[config.mk]
export PLATFORM = sky130hd
export DESIGN_NAME = pkt_tx
export DESIGN_NICKNAME = d
export VERILOG_FILES = /design/src/rtl/pkt_pkg.sv /design/src/rtl/pkt_csum.sv /design/src/rtl/pkt_tx.sv
export SDC_FILE = /design/constraint.sdc
export NUM_CORES = 1
export LEC_CHECK = 0
export ABC_AREA = 1
export CAP_MARGIN = 40
export CORE_MARGIN = 2
export CORE_UTILIZATION = 32
export CTS_BUF_LIST = sky130_fd_sc_hd__clkbuf_16
export CTS_CLUSTER_SIZE = 24
export DETAILED_ROUTE_END_ITERATION = 10
export PLACE_DENSITY_LB_ADDON = 0.12
export SLEW_MARGIN = 10
export SYNTH_ARGS = -nofsm -noshare
export SYNTH_HDL_FRONTEND = slang
export SYNTH_SLANG_ARGS = --single-unit
[constraint.sdc]
create_clock -name clk -period 2.88 [get_ports clk]
set_clock_uncertainty 0.05 [all_clocks]
set_input_delay 0.72 -clock clk [delete_from_list [all_inputs] [get_ports clk]]
set_output_delay 0.72 -clock clk [all_outputs]
set_load 0.01 [all_outputs]
[src/rtl/pkt_pkg.sv]
// Shared packet definitions for the node datapath: packet types, header layout,
// sequence width and transmit FSM states.
package pkt_pkg;

  localparam int unsigned SEQ_WIDTH  = 8;
  localparam int unsigned TYPE_WIDTH = 3;
  localparam int unsigned HDR_WIDTH  = 16;
  localparam int unsigned IDX_WIDTH  = 3;

  localparam logic [TYPE_WIDTH-1:0] PKT_HB   = 3'd1;
  localparam logic [TYPE_WIDTH-1:0] PKT_CHE  = 3'd2;
  localparam logic [TYPE_WIDTH-1:0] PKT_CHA  = 3'd3;
  localparam logic [TYPE_WIDTH-1:0] PKT_MEM  = 3'd4;
  localparam logic [TYPE_WIDTH-1:0] PKT_DATA = 3'd5;

  // Header word: type[15:13], role[12], low_E[11], iHaveData[10], rsvd[9:8], seq[7:0]
  typedef struct packed {
    logic [TYPE_WIDTH-1:0] ptype;
    logic                  role;
    logic                  low_e;
    logic                  have_data;
    logic [1:0]            rsvd;
    logic [SEQ_WIDTH-1:0]  seq;
  } pkt_hdr_t;

  typedef enum logic {
    ST_IDLE = 1'b0,
    ST_SEND = 1'b1
  } pkt_state_e;

  function automatic logic type_is_legal(input logic [TYPE_WIDTH-1:0] t);
    logic legal;
    case (t)
      PKT_HB, PKT_CHE, PKT_CHA, PKT_MEM, PKT_DATA: legal = 1'b1;
      default:                                     legal = 1'b0;
    endcase
    return legal;
  endfunction

endpackage

[src/rtl/pkt_csum.sv]
// XOR checksum accumulator with synchronous clear and accumulate enable;
// shared between the transmit assembler and the receive-side checker.
module pkt_csum #(
  parameter int unsigned WIDTH = 16
) (
  input  logic             clk,
  input  logic             nrst,
  input  logic             clr,
  input  logic             acc_en,
  input  logic [WIDTH-1:0] din,
  output logic [WIDTH-1:0] csum
);

  logic [WIDTH-1:0] acc_q;
  logic [WIDTH-1:0] acc_d;

  // Clear wins over accumulate
  always_comb begin
    acc_d = acc_q;
    if (clr) begin
      acc_d = '0;
    end else if (acc_en) begin
      acc_d = acc_q ^ din;
    end
  end

  always_ff @(posedge clk or negedge nrst) begin
    if (!nrst) begin
      acc_q <= '0;
    end else begin
      acc_q <= acc_d;
    end
  end

  assign csum = acc_q;

endmodule

[src/rtl/pkt_tx.sv]
// Outgoing packet assembler: snapshots node state on request acceptance and
// streams header, state words, optional payload and an XOR checksum word.
module pkt_tx
  import pkt_pkg::*;
#(
  parameter int unsigned WORD_WIDTH = 16
) (
  input  logic                  clk,
  input  logic                  nrst,
  input  logic                  en,
  input  logic                  req_valid,
  output logic                  req_ready,
  input  logic [TYPE_WIDTH-1:0] req_type,
  input  logic [WORD_WIDTH-1:0] req_dest,
  input  logic [WORD_WIDTH-1:0] req_payload,
  input  logic [WORD_WIDTH-1:0] myNodeID,
  input  logic [WORD_WIDTH-1:0] hopsFromSink,
  input  logic [WORD_WIDTH-1:0] myEnergy,
  input  logic [WORD_WIDTH-1:0] myQValue,
  input  logic                  role,
  input  logic                  low_E,
  input  logic                  iHaveData,
  output logic                  tx_valid,
  output logic [WORD_WIDTH-1:0] tx_data,
  output logic                  tx_last,
  input  logic                  tx_ready,
  output logic                  busy,
  output logic                  req_err
);

  localparam logic [IDX_WIDTH-1:0] LAST_IDX_SHORT = IDX_WIDTH'(6);
  localparam logic [IDX_WIDTH-1:0] LAST_IDX_DATA  = IDX_WIDTH'(7);

  pkt_state_e            state_q, state_d;
  logic [IDX_WIDTH-1:0]  idx_q, idx_d;
  logic [SEQ_WIDTH-1:0]  seq_q, seq_d;
  logic                  tx_valid_q, tx_valid_d;
  logic [WORD_WIDTH-1:0] tx_data_q, tx_data_d;
  logic                  tx_last_q, tx_last_d;
  logic                  busy_q, busy_d;
  logic                  req_err_q, req_err_d;

  logic [WORD_WIDTH-1:0] id_q, id_d;
  logic [WORD_WIDTH-1:0] dest_q, dest_d;
  logic [WORD_WIDTH-1:0] hops_q, hops_d;
  logic [WORD_WIDTH-1:0] energy_q, energy_d;
  logic [WORD_WIDTH-1:0] qval_q, qval_d;
  logic [WORD_WIDTH-1:0] payload_q, payload_d;
  logic                  is_data_q, is_data_d;

  logic                  legal_c;
  logic                  accept_c;
  logic                  handshake_c;
  logic                  csum_clr_c;
  logic [IDX_WIDTH-1:0]  idx_nxt_c;
  logic [IDX_WIDTH-1:0]  last_idx_c;
  logic [WORD_WIDTH-1:0] next_word_c;
  logic [WORD_WIDTH-1:0] csum_c;
  pkt_hdr_t              hdr_c;

  assign req_ready   = en & ~busy_q;
  assign legal_c     = type_is_legal(req_type);
  assign accept_c    = req_valid & req_ready & legal_c;
  assign handshake_c = tx_valid_q & tx_ready;
  assign csum_clr_c  = accept_c;
  assign idx_nxt_c   = idx_q + IDX_WIDTH'(1);
  assign last_idx_c  = is_data_q ? LAST_IDX_DATA : LAST_IDX_SHORT;

  pkt_csum #(
    .WIDTH (WORD_WIDTH)
  ) u_csum (
    .clk    (clk),
    .nrst   (nrst),
    .clr    (csum_clr_c),
    .acc_en (handshake_c),
    .din    (tx_data_q),
    .csum   (csum_c)
  );

  always_comb begin
    hdr_c           = '0;
    hdr_c.ptype     = req_type;
    hdr_c.role      = role;
    hdr_c.low_e     = low_E;
    hdr_c.have_data = iHaveData;
    hdr_c.seq       = seq_q;
  end

  // Snapshot word selected for the next body position
  always_comb begin
    next_word_c = '0;
    case (idx_nxt_c)
      IDX_WIDTH'(1): next_word_c = id_q;
      IDX_WIDTH'(2): next_word_c = dest_q;
      IDX_WIDTH'(3): next_word_c = hops_q;
      IDX_WIDTH'(4): next_word_c = energy_q;
      IDX_WIDTH'(5): next_word_c = qval_q;
      IDX_WIDTH'(6): next_word_c = payload_q;
      default:       next_word_c = '0;
    endcase
  end

  always_comb begin
    state_d    = state_q;
    idx_d      = idx_q;
    seq_d      = seq_q;
    tx_valid_d = tx_valid_q;
    tx_data_d  = tx_data_q;
    tx_last_d  = tx_last_q;
    busy_d     = busy_q;
    req_err_d  = req_valid & req_ready & ~legal_c;
    id_d       = id_q;
    dest_d     = dest_q;
    hops_d     = hops_q;
    energy_d   = energy_q;
    qval_d     = qval_q;
    payload_d  = payload_q;
    is_data_d  = is_data_q;

    case (state_q)
      ST_IDLE: begin
        if (accept_c) begin
          state_d    = ST_SEND;
          idx_d      = '0;
          seq_d      = seq_q + SEQ_WIDTH'(1);
          tx_valid_d = 1'b1;
          tx_data_d  = WORD_WIDTH'(hdr_c);
          tx_last_d  = 1'b0;
          busy_d     = 1'b1;
          id_d       = myNodeID;
          dest_d     = req_dest;
          hops_d     = hopsFromSink;
          energy_d   = myEnergy;
          qval_d     = myQValue;
          payload_d  = req_payload;
          is_data_d  = (req_type == PKT_DATA);
        end
      end
      ST_SEND: begin
        if (handshake_c) begin
          if (tx_last_q) begin
            state_d    = ST_IDLE;
            tx_valid_d = 1'b0;
            tx_data_d  = '0;
            tx_last_d  = 1'b0;
            busy_d     = 1'b0;
          end else begin
            idx_d = idx_nxt_c;
            // Accumulator excludes the word being handshaked now, so fold it in
            if (idx_nxt_c == last_idx_c) begin
              tx_data_d = csum_c ^ tx_data_q;
              tx_last_d = 1'b1;
            end else begin
              tx_data_d = next_word_c;
            end
          end
        end
      end
      default: state_d = ST_IDLE;
    endcase
  end

  always_ff @(posedge clk or negedge nrst) begin
    if (!nrst) begin
      state_q    <= ST_IDLE;
      idx_q      <= '0;
      seq_q      <= '0;
      tx_valid_q <= 1'b0;
      tx_data_q  <= '0;
      tx_last_q  <= 1'b0;
      busy_q     <= 1'b0;
      req_err_q  <= 1'b0;
      id_q       <= '0;
      dest_q     <= '0;
      hops_q     <= '0;
      energy_q   <= '0;
      qval_q     <= '0;
      payload_q  <= '0;
      is_data_q  <= 1'b0;
    end else begin
      state_q    <= state_d;
      idx_q      <= idx_d;
      seq_q      <= seq_d;
      tx_valid_q <= tx_valid_d;
      tx_data_q  <= tx_data_d;
      tx_last_q  <= tx_last_d;
      busy_q     <= busy_d;
      req_err_q  <= req_err_d;
      id_q       <= id_d;
      dest_q     <= dest_d;
      hops_q     <= hops_d;
      energy_q   <= energy_d;
      qval_q     <= qval_d;
      payload_q  <= payload_d;
      is_data_q  <= is_data_d;
    end
  end

  assign tx_valid = tx_valid_q;
  assign tx_data  = tx_data_q;
  assign tx_last  = tx_last_q;
  assign busy     = busy_q;
  assign req_err  = req_err_q;

endmodule

==> results of run 1 <==
flip-flops by register name (all words and copies together) (netlist names):
signal and cells:
tx_data 16, busy 1, is_data_q 1, idx_q 3, energy_q 16, id_q 16
u_csum.csum 16, qval_q 16, hops_q 16, payload_q 16, seq_q 8, dest_q 16
req_err 1, state_q 1, tx_last 1
kinds of logic (layout without fill, tap and decap cells):
kind of cell / count (synthesis) / after routing / share of synthesized area [%]
buf+inv: 128 / 259 / 8.18
flops: 144 / 144 / 50.9
fa+ha+maj: 6 / 6 / 1.06
simple gates: 517 / 517 / 29.7
xor+xnor: 22 / 22 / 2.72
compound gates: 96 / 96 / 7.47
layout by cell type, fill, tap and decap left out, types with 2 or more instances in the layout:
cell | Yosys | final
clkinv_2 | 0 | 4
nand2_1 | 355 | 355
a22oi_1 | 16 | 16
nor2_1 | 73 | 73
clkbuf_16 | 0 | 17
dfrtp_1 | 144 | 144
o22ai_1 | 2 | 2
buf_4 | 6 | 20
xnor2_1 | 5 | 5
clkinv_4 | 0 | 2
nand3_1 | 49 | 49
nor3_1 | 3 | 3
a21oi_1 | 14 | 14
o21ai_0 | 62 | 62
inv_1 | 75 | 77
nand4_1 | 31 | 31
bufinv_16 | 0 | 4
clkdlybuf4s50_1 | 0 | 126
ha_1 | 6 | 6
clkinv_1 | 0 | 2
nand2_2 | 2 | 2
xor2_1 | 17 | 17
buf_12 | 0 | 4
cell type report:
class	instances	share of cell area [%]
clock inverters	14	1.89
multi-input cells	641	31.4
repair buffers	151	16.2
flip-flops and latches	144	39.0
clock buffers	17	4.60
inverters	77	3.14
well taps	280	3.79
power breakdown:
part,switching [mW],leakage (nW),internal [mW]
Sequential,0.637,1.78,2.98
Clock,0.862,0.300,1.43
Combinational,2.33,2.66,1.48
cell usage after synthesis, types with 8 or more instances:
| cell | n | area, µm² |
|---|---|---|
| buf_2 | 29 | 145 |
| o21ai_0 | 62 | 310 |
| clkbuf_1 | 8 | 30.0 |
| inv_1 | 75 | 282 |
| nand2_1 | 355 | 1330 |
| a22oi_1 | 16 | 120 |
| dfrtp_1 | 144 | 3600 |
| nand4_1 | 31 | 194 |
| nand3_1 | 49 | 245 |
| a21oi_1 | 14 | 70.1 |
| xor2_1 | 17 | 149 |
| nor2_1 | 73 | 274 |
metal layers:
layer	vias up	global-route usage (%)	part of all wire, %
met4	0	5.91	1.7
met2	144	28.4	45
li1	3127	-	-
met1	2878	26.7	49
met5	-	0	0
met3	20	3.70	4.2
path summary, 6_finish.rpt:
kind	start	endpoint	slack, ns	depth (start not counted)
max	en	req_ready	0.25	4
min	nrst	dest_q[0]	0.15	1
max reg2reg	idx_q[0]	tx_data[2]	0.68	11
min reg2reg	energy_q[0]	energy_q[0]	0.43	2
max in group asynchronous	nrst	dest_q[1]	1.96	2
min in group clk	energy_q[0]	energy_q[0]	0.43	2
critical path: cells and delay by family:
family | cells | cell delay, ns
buffers and inverters | 3 | 1.05
AND/OR/NAND/NOR | 1 | 0.09
through the flow:
stage	setup slack, ns	utilization [%]
floorplan	1.14	-
global placement	0.244	39.8
detailed placement	0.238	39.8
CTS	0.236	42.5
finish	0.247	42.5
global route	0.169	42.5
==> qor.csv, run 1 <==
stage,metric,value,unit
status,outcome,"complete, no violations",
timing,worstMarginPinSlew,0.711,ns
synth,syn_area,7090,µm²
placed_design,placed_area,8650,µm²
synth,yosys_most_used_dff,dfrtp_1,
cts,path_clk_slew,0.06,ns
die,core.rowCount,54,
timing,tns,0,ns
placed_design,place_inst,1293,
synth,netlist_instances,913,
finish,final_area,9250,µm²
global_routing,grt_pass1_vias,6262,
worst_hold_path,hold_path.class,in -> async,
die,ios,128,
cts,cts-htree-levels,4,
setup_path,start_kind,primary input,
placed_design,hpwl,15000,µm
synth,synth-edff-count,0,
pwr,p_total,9.72,mW
pwr,p_leak,4.74,nW
cts,cts_hold_buf,0,
cts,cts.repair.resized,0,
die,core_area,21800,µm²
timing,setup_viol,0,
global_routing,grt_usage,18.6,%
route,firstDrtPassIters,5,
timing,slew_headroom,52.6,%
setup_path,cp.arrival,1.86,ns
synth,syn_avg_cell_area,7.76,µm²
timing,drv_slew,0,
cts,cts_tree,done,
cts,clk_latency,0.42,ns
timing,rsz0062_at_grt,false,
global_routing,grt_max_degree,81,
die,dieArea,23300,µm²
cts,cts_setup_buffers,0,
cts,ctsRootBufferMaster,clkbuf_16,
die,die_h,153,µm
pwr,p_per_area,1050,nW/µm²
synth,synth_fp_nets,1026,
cts,cts_sinks,144,
route,dr_total_vias,6169,
synth,yosys_warnings,0,
timing,final.period_utilization,91.4,%
setup_path,cp_max_fo,3,
finish,fillCellCount,2303,
setup_path,slowest_delay,0.54,ns
setup_path,crit_path_end_kind,output pin,
route,vias_per_cell,4.66,
placed_design,place_congestion,0.793,
finish,drive_above_1_share,5.75,%
finish,fin_cells,1324,
route,detail-route-antenna-nets,0,
setup_path,cp.required,2.11,ns
job,drv_cap,0,
synth,synth.distinct_cells,28,
route,drc,0,
cts,cts_buffers,17,
finish,ff_latch_area,3600,µm²
setup_path,slowest_stage,clkdlybuf4s50_1,
timing,hold_viol_final,0,
finish,syn2layout_area_growth,30.5,%
synth,async_reset_ff_share,100,%
finish,nets,1145,
route,routed_wl,21100,µm
placed_design,port_buffers,127,
die,start_util,32.6,%
route,routedWlPerCell,15.9,µm
timing,whs,0.151,ns
synth,yosysSeqAreaShare,50.9,%
route,drt-initial-drc-count,455,
setup_path,worstPathCellList,"clkdlybuf4s50_1, inv_1, nor2_1, clkdlybuf4s50_1",
global_routing,overflow,0,
cts,clock_path_buffers,2,
timing,fmax,380,MHz
global_routing,antenna_found_initial,0,
die,die_x,153,µm
global_routing,grt_pass1_wl,34100,µm
setup_path,crit_top_cell,clkdlybuf4s50_1,
timing,min_period,2.63,ns
pwr,ir_worst_vdd,362,µV
synth,ys_ff_latch,144,
setup_path,criticalPathCategory,in -> out,
finish,num_antenna_cells,0,
finish,multiInputGateArea,2900,µm²
Power figures use the tool's default switching activity.
==> run 2, diff against run 1 <==
Clock period 2.88 ns to 2.9 ns, I/O delays scaled along.
==> run 2 against run 1 <==
- global-route usage up 0.18 points
- non-clock buffer count down 2
- die area unchanged
- clock power down 8.7%
- highest routed layer unchanged
- critical path depth unchanged
- via count up 0.31%
- design area down 0.45%
- first-iteration DRC count down 14%
==> qor.csv, run 2 (synthesized netlist as in run 1, its figures left out) <==
stage,metric,value,unit,change
placed_design,placed_area,8660,µm²,was 8650 µm²
setup_path,cp_max_fo,3,,unchanged
timing,min_period,2.64,ns,
finish,finish.utilization,42.3,%,was 42.5%
placed_design,port_buffers,127,,unchanged
pwr,p_comb_share,40.1,%,was 39.2%
route,drc,0,,unchanged
timing,hold_viol_final,0,,unchanged
setup_path,worstRegToRegCells,11,,unchanged
cts,clk_latency,0.42,ns,about the same
pwr,cell_internal_pwr,5.66,mW,was 5.89 mW
timing,slew_headroom,53.2,%,was 52.6%
die,die_x,153,µm,unchanged
pwr,clockPowerShare,22.1,%,was 23.6%
job,drv_cap,0,,unchanged
global_routing,antenna_found_initial,0,,unchanged
setup_path,cp.arrival,1.87,ns,was 1.86 ns
cts,cts_tree,done,,unchanged
finish,fillCellCount,2250,,was 2303
global_routing,grt_usage,18.8,%,was 18.6%
route,detail-route-antenna-nets,0,,unchanged
setup_path,r2r_start,idx_q[0],,unchanged
cts,cts.repair.resized,0,,unchanged
die,die_h,153,µm,unchanged
die,start_util,32.6,%,unchanged
cts,cts_hold_buf,0,,unchanged
finish,nets,1143,,was 1145
cts,ctsRootBufferMaster,clkbuf_16,,unchanged
placed_design,hpwl,14900,µm,was 15000 µm
die,core.rowCount,54,,unchanged
timing,fmax,378,MHz,
setup_path,criticalPathCategory,in -> out,,unchanged
finish,final_area,9210,µm²,was 9250 µm²
pwr,p_sw_share,40.2,%,was 39.4%
pwr,ir_worst_vdd,351,µV,was 362 µV
timing,tns,0,ns,unchanged
cts,clock_path_buffers,2,,unchanged
setup_path,start_kind,primary input,,unchanged
route,firstDrtPassIters,5,,unchanged
global_routing,grt_pass1_vias,6173,,was 6262
finish,final_common_cell,nand2_1,,unchanged
cts,cts_setup_buffers,0,,unchanged
timing,rsz0062_at_grt,false,,unchanged
timing,setup_viol,0,,unchanged
pwr,p_leak,4.69,nW,was 4.74 nW
finish,syn2layout_area_growth,30.0,%,was 30.5%
cts,cts_buffers,17,,unchanged
route,dr_total_vias,6188,,was 6169
setup_path,cp.required,2.12,ns,was 2.11 ns
pwr,sequentialPowerShare,37.8,%,was 37.2%
status,outcome,"complete, no violations",,unchanged
finish,drive_above_1_share,5.57,%,was 5.75%
die,dieArea,23300,µm²,unchanged
setup_path,r2r_slack,0.65,ns,was 0.68 ns
finish,final_cell_mix,"nand2_1 (355), dfrtp_1 (144), clkdlybuf4s50_1 (126)",,unchanged
route,vias_per_cell,4.68,,was 4.66
timing,worstMarginPinSlew,0.702,ns,was 0.711 ns
timing,final.period_utilization,91.1,%,
global_routing,grt_max_degree,83,,was 81
route,drt-initial-drc-count,393,,was 455
pwr,p_per_area,1030,nW/µm²,was 1050 nW/µm²
finish,num_antenna_cells,0,,unchanged
die,ios,128,,unchanged
die,core_area,21800,µm²,unchanged
timing,drv_slew,0,,unchanged
worst_hold_path,hold_path.class,in -> async,,unchanged
global_routing,grt_pass1_wl,34400,µm,was 34100 µm
cts,cts-htree-levels,4,,unchanged
placed_design,place_congestion,0.796,,was 0.793
cts,cts_sinks,144,,unchanged
route,routedWlPerCell,16.1,µm,was 15.9 µm
setup_path,crit_path_end_kind,output pin,,unchanged
global_routing,overflow,0,,unchanged
cts,path_clk_slew,0.06,ns,about the same
route,routed_wl,21300,µm,was 21100 µm
pwr,p_sw,3.81,mW,was 3.83 mW
setup_path,timing.rr.end,tx_data[14],,was tx_data[2]
-- run 2: changes by cell type in the layout (fill, tap and decap cells not counted), moves of 2 or more --
cell,before,now
bufinv_16,4,2
buf_12,4,6
clkinv_4,2,0
inv_1,77,75
clkinvlp_4,1,5
buf_4,20,16
-- run 2: cell type report --
| class | instances | area, µm² | area share, % |
|---|---|---|---|
| sequential | 144 | 3600 | 39.1 |
| inverter | 77 | 290 | 3.15 |
| tap | 280 | 350 | 3.80 |
| clock buffer | 17 | 425 | 4.62 |
| multi-input combinational | 641 | 2900 | 31.5 |
| clock inverter | 13 | 124 | 1.35 |
| timing repair buffer | 149 | 1510 | 16.4 |
-- run 2: worst max-delay path by stage --
| stage | startpoint | to | slack [ns] | cells after the start |
|---|---|---|---|---|
| floorplan | en | seq_q[4] | 1.16 | 7 |
| global placement | en | req_ready | 0.25 | 4 |
| detailed placement | en | req_ready | 0.26 | 4 |
| CTS | en | req_ready | 0.26 | 4 |
| global route | en | req_ready | 0.18 | 4 |
| finish | en | req_ready | 0.26 | 4 |
-- run 2: power by group through the flow --
| stage | clock network (mW) | logic [mW] | registers (mW) |
|---|---|---|---|
| 2_1_floorplan | 0 | 2.40 | 3.49 |
| 3_3_place_gp | 0 | 3.76 | 3.61 |
| 3_5_place_dp | 0 | 3.81 | 3.60 |
| 4_1_cts | 2.15 | 3.83 | 3.58 |
| 5_1_grt | 2.22 | 4.31 | 3.70 |
| 6_report | 2.09 | 3.80 | 3.58 |
-- run 2: metal layers --
layer	track usage [%]	wire length (µm)	share of wire, %
met3	3.73	891	4.2
met1	27.1	10400	49
met4	6.00	464	2.2
met5	0	0	0
met2	28.5	9550	45
-- run 2: critical path: stages --
cell	delay, ns
clkdlybuf4s50_1	0.45
inv_1	0.06
nor2_1	0.09
clkdlybuf4s50_1	0.54
-- run 2: stage by stage --
| step | power [mW] | hold WS, ns | setup WS (ns) | instances |
|---|---|---|---|---|
| after floorplan | 5.89 | 0.379 | 1.16 | 913 |
| after CTS | 9.56 | 0.191 | 0.256 | 1321 |
| after global routing | 10.2 | 0.210 | 0.177 | 1321 |
| after global placement | 7.36 | 0.413 | 0.250 | 1291 |
| after detailed placement | 7.42 | 0.417 | 0.256 | 1291 |
| final | 9.47 | 0.179 | 0.257 | 1321 |
==> run 3, diff against run 2 <==
Settings changed: SLEW_MARGIN 10 to default.
==> results of run 3 <==
Same layout as run 2: the final DEF is identical, and so are final timing and power.
